`src/rtl/buffer_pkg.sv`:
```
// Shared definitions for the buffer_filler / buffer_drainer byte-link pair.
package buffer_pkg;

  // Default word and byte widths used by both ends of the byte link
  localparam int unsigned DEF_WORD_W = 32;
  localparam int unsigned DEF_BYTE_W = 8;

  // Drainer control state: waiting for a word, or streaming its bytes
  typedef enum logic [0:0] {
    IDLE = 1'b0,
    SEND = 1'b1
  } drain_state_t;

endpackage : buffer_pkg

```
`src/rtl/buffer_drainer_if.sv`:
```
// Word-in / byte-out handshake bundle for the buffer drainer.
interface buffer_drainer_if #(
  parameter int unsigned WORD_W = buffer_pkg::DEF_WORD_W,
  parameter int unsigned BYTE_W = buffer_pkg::DEF_BYTE_W
);

  logic [WORD_W-1:0] word_in;
  logic              word_valid;
  logic              word_ready;
  logic [BYTE_W-1:0] byte_out;
  logic              byte_valid;
  logic              byte_ready;
  logic              busy;
  logic              word_done;

  // Upstream word source and downstream byte sink, seen from outside the drainer
  modport master (
    output word_in, word_valid, byte_ready,
    input  word_ready, byte_out, byte_valid, busy, word_done
  );

  // The drainer itself
  modport slave (
    input  word_in, word_valid, byte_ready,
    output word_ready, byte_out, byte_valid, busy, word_done
  );

endinterface : buffer_drainer_if

```
`src/rtl/buffer_drainer.sv`:
```
// Word-to-byte serializer: takes one word over valid/ready and emits its bytes
// (MSB first unless LSB_FIRST) over a second valid/ready handshake, with
// zero-bubble streaming of back-to-back words.
module buffer_drainer
  import buffer_pkg::*;
#(
  parameter int unsigned WORD_W    = DEF_WORD_W,
  parameter int unsigned BYTE_W    = DEF_BYTE_W,
  parameter bit          LSB_FIRST = 1'b0
) (
  input  logic            clk,
  input  logic            rst,
  buffer_drainer_if.slave bus
);

  localparam int unsigned NUM_BYTES = WORD_W / BYTE_W;
  localparam int unsigned IDX_W     = (NUM_BYTES > 1) ? $clog2(NUM_BYTES) : 1;
  localparam logic [IDX_W-1:0] LAST_IDX = IDX_W'(NUM_BYTES - 1);

  drain_state_t      state_q;
  logic [IDX_W-1:0]  idx_q;
  logic [WORD_W-1:0] shreg_q;
  logic [BYTE_W-1:0] byte_q;
  logic              byte_valid_q;
  logic              busy_q;
  logic              done_q;

  logic [IDX_W-1:0]  idx_d;
  logic [BYTE_W-1:0] byte_d;
  logic [BYTE_W-1:0] first_byte_d;
  logic              last_c;
  logic              word_ready_c;
  logic              accept_c;
  logic              xfer_c;

  // Byte k of a word in transmit order; byte 0 is the first one sent
  function automatic logic [BYTE_W-1:0] pick_byte(input logic [WORD_W-1:0] w,
                                                  input logic [IDX_W-1:0]  k);
    int unsigned base;
    if (LSB_FIRST) begin
      base = 32'(k) * BYTE_W;
    end else begin
      base = (NUM_BYTES - 1 - 32'(k)) * BYTE_W;
    end
    return BYTE_W'(w >> base);
  endfunction

  // Handshake decode; word_ready is the only path from byte_ready to an output
  always_comb begin
    last_c       = (idx_q == LAST_IDX);
    word_ready_c = (state_q == IDLE) ||
                   ((state_q == SEND) && last_c && bus.byte_ready);
    accept_c     = bus.word_valid && word_ready_c;
    xfer_c       = byte_valid_q && bus.byte_ready;
  end

  // Next byte of the current word and first byte of an incoming word
  always_comb begin
    idx_d        = idx_q + IDX_W'(1);
    byte_d       = pick_byte(shreg_q, idx_d);
    first_byte_d = pick_byte(bus.word_in, '0);
  end

  // Control FSM with registered byte, valid, busy and done outputs
  always_ff @(posedge clk or posedge rst) begin
    if (rst) begin
      state_q      <= IDLE;
      idx_q        <= '0;
      shreg_q      <= '0;
      byte_q       <= '0;
      byte_valid_q <= 1'b0;
      busy_q       <= 1'b0;
      done_q       <= 1'b0;
    end else begin
      done_q <= 1'b0;
      case (state_q)
        IDLE: begin
          if (accept_c) begin
            state_q      <= SEND;
            shreg_q      <= bus.word_in;
            idx_q        <= '0;
            byte_q       <= first_byte_d;
            byte_valid_q <= 1'b1;
            busy_q       <= 1'b1;
          end
        end
        SEND: begin
          if (xfer_c) begin
            if (last_c) begin
              done_q <= 1'b1;
              if (accept_c) begin
                // Reload in the same cycle so the next word follows with no bubble
                shreg_q <= bus.word_in;
                idx_q   <= '0;
                byte_q  <= first_byte_d;
              end else begin
                // byte_out keeps the last byte sent
                state_q      <= IDLE;
                byte_valid_q <= 1'b0;
                busy_q       <= 1'b0;
              end
            end else begin
              idx_q  <= idx_d;
              byte_q <= byte_d;
            end
          end
        end
        default: begin
          state_q      <= IDLE;
          byte_valid_q <= 1'b0;
          busy_q       <= 1'b0;
        end
      endcase
    end
  end

  // Drive the interface from registered state
  assign bus.word_ready = word_ready_c;
  assign bus.byte_out   = byte_q;
  assign bus.byte_valid = byte_valid_q;
  assign bus.busy       = busy_q;
  assign bus.word_done  = done_q;

endmodule : buffer_drainer

```
`src/flat_wrapper.sv`:
```
// flat-port wrapper written by rule: the top's interface ports become plain ports
module buffer_drainer_flat import buffer_pkg::*;
#(
  parameter int unsigned WORD_W    = DEF_WORD_W,
  parameter int unsigned BYTE_W    = DEF_BYTE_W,
  parameter bit          LSB_FIRST = 1'b0
)
  (clk, rst, bus_word_in, bus_word_valid, bus_byte_ready, bus_word_ready, bus_byte_out, bus_byte_valid, bus_busy, bus_word_done);
  buffer_drainer_if #(.WORD_W(WORD_W), .BYTE_W(BYTE_W)) bus_i ();
  input  logic clk;
  input  logic rst;
  input wire logic [$bits(bus_i.word_in)-1:0] bus_word_in;
  input wire logic [$bits(bus_i.word_valid)-1:0] bus_word_valid;
  input wire logic [$bits(bus_i.byte_ready)-1:0] bus_byte_ready;
  output wire logic [$bits(bus_i.word_ready)-1:0] bus_word_ready;
  output wire logic [$bits(bus_i.byte_out)-1:0] bus_byte_out;
  output wire logic [$bits(bus_i.byte_valid)-1:0] bus_byte_valid;
  output wire logic [$bits(bus_i.busy)-1:0] bus_busy;
  output wire logic [$bits(bus_i.word_done)-1:0] bus_word_done;
  assign bus_i.word_in = bus_word_in;
  assign bus_i.word_valid = bus_word_valid;
  assign bus_i.byte_ready = bus_byte_ready;
  assign bus_word_ready = bus_i.word_ready;
  assign bus_byte_out = bus_i.byte_out;
  assign bus_byte_valid = bus_i.byte_valid;
  assign bus_busy = bus_i.busy;
  assign bus_word_done = bus_i.word_done;
  buffer_drainer #(.WORD_W(WORD_W), .BYTE_W(BYTE_W), .LSB_FIRST(LSB_FIRST)) u_core (.clk(clk), .rst(rst), .bus(bus_i));
endmodule
```
`config.mk`:
```
export PLATFORM = sky130hd
export DESIGN_NAME = buffer_drainer_flat
export DESIGN_NICKNAME = d
export VERILOG_FILES = /design/src/rtl/buffer_pkg.sv /design/src/rtl/buffer_drainer_if.sv /design/src/rtl/buffer_drainer.sv /design/src/flat_wrapper.sv
export SDC_FILE = /design/constraint.sdc
export NUM_CORES = 1
export LEC_CHECK = 0
export BUFFER_PORTS_ARGS = -buffer_cell sky130_fd_sc_hd__buf_2
export CAP_MARGIN = 20
export CORE_MARGIN = 4
export CORE_UTILIZATION = 40
export CTS_CLUSTER_SIZE = 28
export DETAILED_ROUTE_END_ITERATION = 16
export PLACE_DENSITY = 0.65
export SYNTH_ARGS = -nofsm -noshare
export SYNTH_HDL_FRONTEND = slang
export SYNTH_SLANG_ARGS = --single-unit
export TNS_END_PERCENT = 30
```
`constraint.sdc`:
```
create_clock -name clk -period 2.3 [get_ports clk]
set_input_delay 0.23 -clock clk [delete_from_list [all_inputs] [get_ports clk]]
set_output_delay 0.23 -clock clk [all_outputs]
set_load 0.02 [all_outputs]
```
==> results of run 1 <==
[power groups by stage]
stage	Clock [mW]	Combinational, mW	Sequential, mW
4_1_cts	0.709	0.734	1.04
5_1_grt	0.745	0.784	1.06
3_3_place_gp	0	0.718	1.04
6_report	0.692	0.720	1.04
2_1_floorplan	0	0.491	1.11
3_5_place_dp	0	0.734	1.05
[state kept, by name, summed over array words and instances (netlist names)]
name,flops
u_core.bus.byte_out,8
u_core.bus.byte_valid,1
u_core.bus.word_done,1
u_core.idx_q,2
u_core.shreg_q,32
u_core.state_q,1
[logic make-up (layout without fill, tap and decap cells)]
kind of cell / after synthesis / count (layout) / synth area share, %
AOI/OAI and AO/OA: 12 / 12 / 5.515
xor gates and xnor gates: 1 / 1 / 0.4243
adders and majority gates: 1 / 1 / 0.6060
buffers and inverters: 20 / 70 / 6.364
DFF: 45 / 45 / 54.55
muxes: 40 / 40 / 27.09
and+or+nand+nor: 21 / 21 / 5.454
[cell usage in the layout (no fill, tap or decap), types with 2 or more instances in the layout]
cell,Yosys,layout
clkbuf_8,0,5
buf_4,1,2
nor2b_1,4,4
inv_1,12,11
mux4_1,5,5
mux4_2,3,3
dfrtp_1,45,45
nor2_1,8,8
a221o_1,3,3
nand2_1,4,4
buf_2,0,47
mux2_2,32,32
nand3_1,2,2
bufinv_16,0,2
a221oi_1,5,5
[metal layers]
metal,vias up,global-route usage [%],part of all wire (%)
li1,598,-,-
met1,648,17.11,44
met2,41,24.79,49
met3,5,3.386,6.0
met4,0,4.054,1.1
met5,-,0,0
[path summary, 6_finish.rpt]
kind	endpoint	slack (ns)	depth (start not counted)
min	u_core.bus.byte_out[5]	0.12	2
max	u_core.bus.byte_out[6]	0.52	5
min in group clk	u_core.shreg_q[12]	0.16	2
min reg2reg	u_core.shreg_q[23]	0.51	1
max reg2reg	u_core.bus.byte_out[6]	0.52	5
max in group asynchronous	u_core.shreg_q[2]	1.60	2
[per-stage QoR]
step	setup slack (ns)	hold WS [ns]	util (%)
6_report	0.5156	0.1242	51.02
5_1_grt	0.4101	0.1573	51.02
4_1_cts	0.5223	0.1516	51.02
3_5_place_dp	0.5433	0.4661	48.26
3_3_place_gp	0.5728	0.4627	48.26
2_1_floorplan	0.5389	0.3364	-
[cell type report]
class                           instances  share of cell area [%]
Inverter                               12                   1.821
Clock inverter                          3                   2.630
Clock buffer                            5                   2.782
Timing Repair Buffer                   50                   10.93
Tap cell                               67                   3.389
Sequential cell                        45                   45.52
Multi-Input combinational cell         75                   32.93
[worst max-delay path: cells and delay by family, from the launching register on]
| kind | cells | cell delay [ns] |
|---|---|---|
| multiplexers | 1 | 0.55 |
| flip-flops | 1 | 0.41 |
| adder cells (fa/ha/maj) | 1 | 0.32 |
| buffers and inverters | 1 | 0.19 |
| AND/OR/NAND/NOR | 1 | 0.10 |
| AO/OA/AOI/OAI | 1 | 0.06 |
==> reports/results.ini, run 1 <==
[timing]
timing.final.crit_share_pct = 77.58
maxSlewHeadroom_pct = 39.22
worst_pin_slew_ns = 0.9103
skew_ns = 0.009130
fmax_mhz = 560.4
period_minus_slack_ns = 1.784
drv_slew = 0
hold_violations = 0
finalSetupViolCount = 0
rsz0062_at_grt = false
fin_tns_setup_ns = 0

[clock_tree]
ctsResizeCount = 0
cts_sinks = 45
cts_setup_buffers = 0
clk_path_buf_depth = 2
cts_root_buffer = clkbuf_8
cts_tree = built
clock_latency_ns = 0.30
hold_buffers = 0
clkSlewWorstSetupHoldPaths_ns = 0.09
htree_levels = 2
numCtsBuffers = 5

[yosys]
synth_seq_area_share_pct = 54.55
synth_ff_type = dfrtp_1
synth_fp_nets = 177
ys_top_cells_by_count = 45 x dfrtp_1, 32 x mux2_2, 12 x inv_1
ys_ff_latch = 45
synth_edf_count = 0
synthDominantCellAreaShare_pct = 54.55
syn_area_mm2 = 0.002064
async_reset_ff_share_pct = 100.0
syn_avg_cell_area_um2 = 14.75
synth_area_leaders = dfrtp_1 55%, mux2_2 17%, mux4_1 6.4%
ys_warn_count = 0
netlist_instances = 140
yosysTopAreaCell = dfrtp_1
synthMostInstantiatedCell = dfrtp_1
ys_types = 22

[routing]
via_per_inst = 5.027
drt_iter0_markers = 60
drc = 0
wl_per_cell_um = 15.67
dr.pass1.iters = 4
vias = 1292
ant_nets = 0
drt_wl_total_um = 4028

[power]
p_int_mw = 1.775
power_density_mw_per_mm2 = 989.9
ir_worst_vdd_uv = 456.3
p_comb_share_pct = 29.4
p_leak_nw = 1.207
power_mw = 2.449
seqPwrFrac_pct = 42.3
switching_share_pct = 27.51
p_sw_mw = 0.6735
clockPowerShare_pct = 28.3

[layout]
nFillCells = 426
multi_input_comb_area_um2 = 814.5
drive_gt1_share_pct = 51.58
seqCellArea_mm2 = 0.001126
layout.cells.non_filler = 257
stdcell_area_mm2 = 0.002474
fin_nets = 226
areaGrowthSynthToFinish_pct = 19.82
n_antenna_cell = 0

[placement]
place_area_mm2 = 0.002340
gp_congestion = 0.7060
dp_hpwl_um = 2867
dp.cells = 249
io_buffers = 47

[critical_path]
start_kind = flip-flop
required_ns = 2.44
end_kind = flip-flop
crit_chain = ha_1 > buf_4 > mux4_1 > nor2_1 > a221oi_1
worstSetupPathType = reg -> reg
cp_max_fo = 8
arrival_ns = 1.93
crit_start = u_core.idx_q[1]
slowest_stage = mux4_1
critPathMaxStageDelay_ns = 0.55
r2r_start = u_core.idx_q[1]

[floorplanning]
rows = 25
start_util_pct = 42.58
die_w_um = 79.84
die-area_mm2 = 0.006374
core_mm2 = 0.004848
ios = 48
die-height_um = 79.84

[global_routing]
grt_max_degree = 46
antenna_found_initial = 0
grtUsageTotal_pct = 14.08
grt_overflow_total = 0
grt_pass1_vias = 1450
grt_first_pass_wirelength_um = 6851

[job]
cap_violations = 0

[run_status]
outcome = completed

[worst_hold_path]
hold_path.class = in -> async

(Power assumes the default switching activity.)
==> run 2, diff against run 1 <==
--- a/config.mk
+++ b/config.mk
@@ -11,7 +11,7 @@
 export CORE_UTILIZATION = 40
 export CTS_CLUSTER_SIZE = 28
 export DETAILED_ROUTE_END_ITERATION = 16
-export PLACE_DENSITY = 0.65
+export PLACE_DENSITY = 0.68
 export SYNTH_ARGS = -nofsm -noshare
 export SYNTH_HDL_FRONTEND = slang
 export SYNTH_SLANG_ARGS = --single-unit
==> constraint.sdc (replaced) <==
create_clock -name clk -period 1.6 [get_ports clk]
set_input_delay 0.16 -clock clk [delete_from_list [all_inputs] [get_ports clk]]
set_output_delay 0.16 -clock clk [all_outputs]
set_load 0.02 [all_outputs]
==> run 2 against run 1 <==
- the run now ends with hold timing, setup timing left
- combinational power rose by 53%
- count of clock-buffer cells in the layout rose by 2
- fmax rose by 5.5%
- register-to-register slack got worse by 0.61 ns
- critical path type unchanged
==> reports/results.ini, run 2 (synthesized netlist as in run 1, its figures left out) <==
[run_status]
outcome = complete, but fails checks
violations = hold timing, setup timing

[global_routing]
antenna_found_initial = 0  ; unchanged
grt_overflow_total = 0  ; unchanged
grtUsageTotal_pct = 13.14  ; -0.94 points
grt_pass1_vias = 1281  ; -12%
grt_max_degree = 46  ; unchanged
grt_first_pass_wirelength_um = 6410  ; -6.4%

[clock_tree]
clk_path_buf_depth = 2  ; unchanged
cts_root_buffer = clkbuf_8
clock_latency_ns = 0.29  ; about the same
numCtsBuffers = 5  ; unchanged
cts_tree = built
hold_buffers = 0  ; unchanged
htree_levels = 2  ; unchanged
cts_sinks = 45  ; unchanged
clkSlewWorstSetupHoldPaths_ns = 0.08  ; about the same

[routing]
via_per_inst = 4.936  ; -1.8%
ant_nets = 0  ; unchanged
drt_wl_total_um = 4080  ; +1.3%
dr.pass1.iters = 4  ; unchanged
drt_iter0_markers = 34  ; -43%
drc = 0  ; unchanged
vias = 1308  ; +1.2%
wl_per_cell_um = 15.40  ; -1.8%

[layout]
finish.utilization_pct = 53.19  ; +2.2 points
largest_reg_flops = 32  ; unchanged
fin_nets = 235  ; +4.0%
stdcell_area_mm2 = 0.002579  ; +4.2%
layout.cells.non_filler = 265  ; +3.1%
areaGrowthSynthToFinish_pct = 24.91
largest-register = u_core.shreg_q
final_common_cell = buf_2
n_antenna_cell = 0  ; unchanged
layout_common_cells = 47 x buf_2, 45 x dfrtp_1, 32 x mux2_2, 11 x inv_1, 8 x nor2_1
drive_gt1_share_pct = 53.54  ; +2.0 points

[placement]
dp_hpwl_um = 2739  ; -4.5%
dp.cells = 254  ; +2.0%
place_area_mm2 = 0.002402  ; +2.7%
place_ws_ns = -0.1385  ; -0.6818 ns
io_buffers = 47  ; unchanged
gp_congestion = 0.6980  ; -1.1%

[critical_path]
critPathMaxStageDelay_ns = 0.47  ; -0.08 ns
cp_max_fo = 2  ; -6
reg2reg_slack_ns = -0.09  ; -0.61 ns
slowest_stage = mux4_2
required_ns = 1.77  ; -0.67 ns
worstSetupPathType = reg -> reg
r2r_start = u_core.idx_q[0]
cp_top_family = multiplexers
crit_buf_inv = 0  ; -1
worstReg2RegEnd = u_core.bus.byte_out[5]
end_kind = flip-flop
reg2reg_depth = 4  ; -1
start_kind = flip-flop
arrival_ns = 1.86  ; -0.07 ns
crit_chain = ha_4 > mux4_2 > nor2b_1 > a221o_1

[floorplanning]
die-area_mm2 = 0.006374  ; unchanged
die_w_um = 79.84  ; unchanged
core_mm2 = 0.004848  ; unchanged
rows = 25  ; unchanged
ios = 48  ; unchanged
die-height_um = 79.84  ; unchanged
start_util_pct = 42.58  ; unchanged

[timing]
hold_slack_ns = -0.008154  ; -0.1324 ns
worst_pin_slew_ns = 0.5621  ; -0.3483 ns
fmax_mhz = 591.0  ; +5.5%
hold_violations = 4  ; +4
rsz0062_at_grt = true
drv_slew = 0  ; unchanged
fin_ws_ns = -0.09201  ; -0.6077 ns
timing.final.crit_share_pct = 105.8  ; +28 points
finalSetupViolCount = 5  ; +5
skew_ns = 0.007650  ; -0.001480 ns
maxSlewHeadroom_pct = 62.53  ; +23 points
period_minus_slack_ns = 1.692  ; -0.09235 ns

[power]
p_leak_nw = 1.264  ; +4.7%
ir_worst_vdd_uv = 744.7  ; +63%
power_mw = 3.296  ; +35%
power_density_mw_per_mm2 = 1278  ; +29%

[job]
cap_violations = 0  ; unchanged

[worst_hold_path]
hold_path.class = in -> async

==> run 2: cell types whose count changed in the layout (fill, tap and decap cells not counted) <==
| cell | previous run | this run |
|---|---|---|
| clkinv_2 | 1 | 0 |
| clkbuf_8 | 5 | 6 |
| buf_4 | 2 | 6 |
| bufinv_16 | 2 | 0 |
| clkbuf_1 | 0 | 1 |
| buf_6 | 0 | 1 |
| buf_12 | 1 | 3 |
| nand4b_2 | 1 | 0 |
| ha_1 | 1 | 0 |
| nand4b_4 | 0 | 1 |
| ha_4 | 0 | 1 |
| clkbuf_16 | 0 | 2 |
==> run 2: worst max-delay path by stage <==
stage	startpoint	to	slack (ns)	cells after the start
floorplan	u_core.idx_q[0]	u_core.bus.byte_out[5]	-0.16	5
global placement	u_core.idx_q[1]	u_core.bus.byte_out[6]	-0.1	5
detailed placement	u_core.idx_q[1]	u_core.bus.byte_out[6]	-0.14	5
CTS	u_core.idx_q[0]	u_core.bus.byte_out[5]	-0.1	4
global route	u_core.idx_q[0]	u_core.bus.byte_out[5]	-0.14	4
finish	u_core.idx_q[0]	u_core.bus.byte_out[5]	-0.09	4
==> run 2: repair_timing <==
| item | CTS | global route |
|---|---|---|
| pin swaps | 0 | 1 |
| gates cloned | 0 | 2 |
| endpoints found under the setup margin | 5 | 29 |
| setup buffers | 0 | 2 |
| resized for setup | 2 | 1 |
| endpoints found under the hold margin | 0 | 0 |
==> run 2: tightest hold or removal path, delay by kind of cell <==
family	cells	cell delay, ns
buffers and inverters	3	0.58
==> run 2: per-layer routing <==
layer	vias to the layer above	track usage [%]	routed length (um)
met5	-	0	0
met4	0	3.547	8
met3	2	4.853	296
met2	40	19.03	1853
met1	648	18.57	1921
li1	618	-	-
==> run 2: stage by stage <==
step                      TNS (ns)  hold WS, ns
after floorplan            -0.1565       0.2664
after global placement     -0.4027       0.3358
after detailed placement   -0.5662       0.3377
after CTS                  -0.3081      0.02045
after global routing       -0.8701      0.04161
final                      -0.2760    -0.008154
==> run 2: power breakdown <==
| group | leakage, nW | switching, mW | total [mW] | internal, mW |
|---|---|---|---|---|
| sequential | 0.554 | 0.133 | 1.49 | 1.36 |
| clock | 0.0443 | 0.359 | 0.702 | 0.343 |
| combinational | 0.665 | 0.479 | 1.10 | 0.620 |
| total | 1.26 | 0.972 | 3.30 | 2.32 |
==> run 2: layout make-up <==
type,instances,area (um2)
fillers,401,2270
inverters,12,45.04
clock buffers,7,86.33
multi-input cells,75,835.8
flip-flops and latches,45,1126
well taps,67,83.83
repair buffers,59,401.6
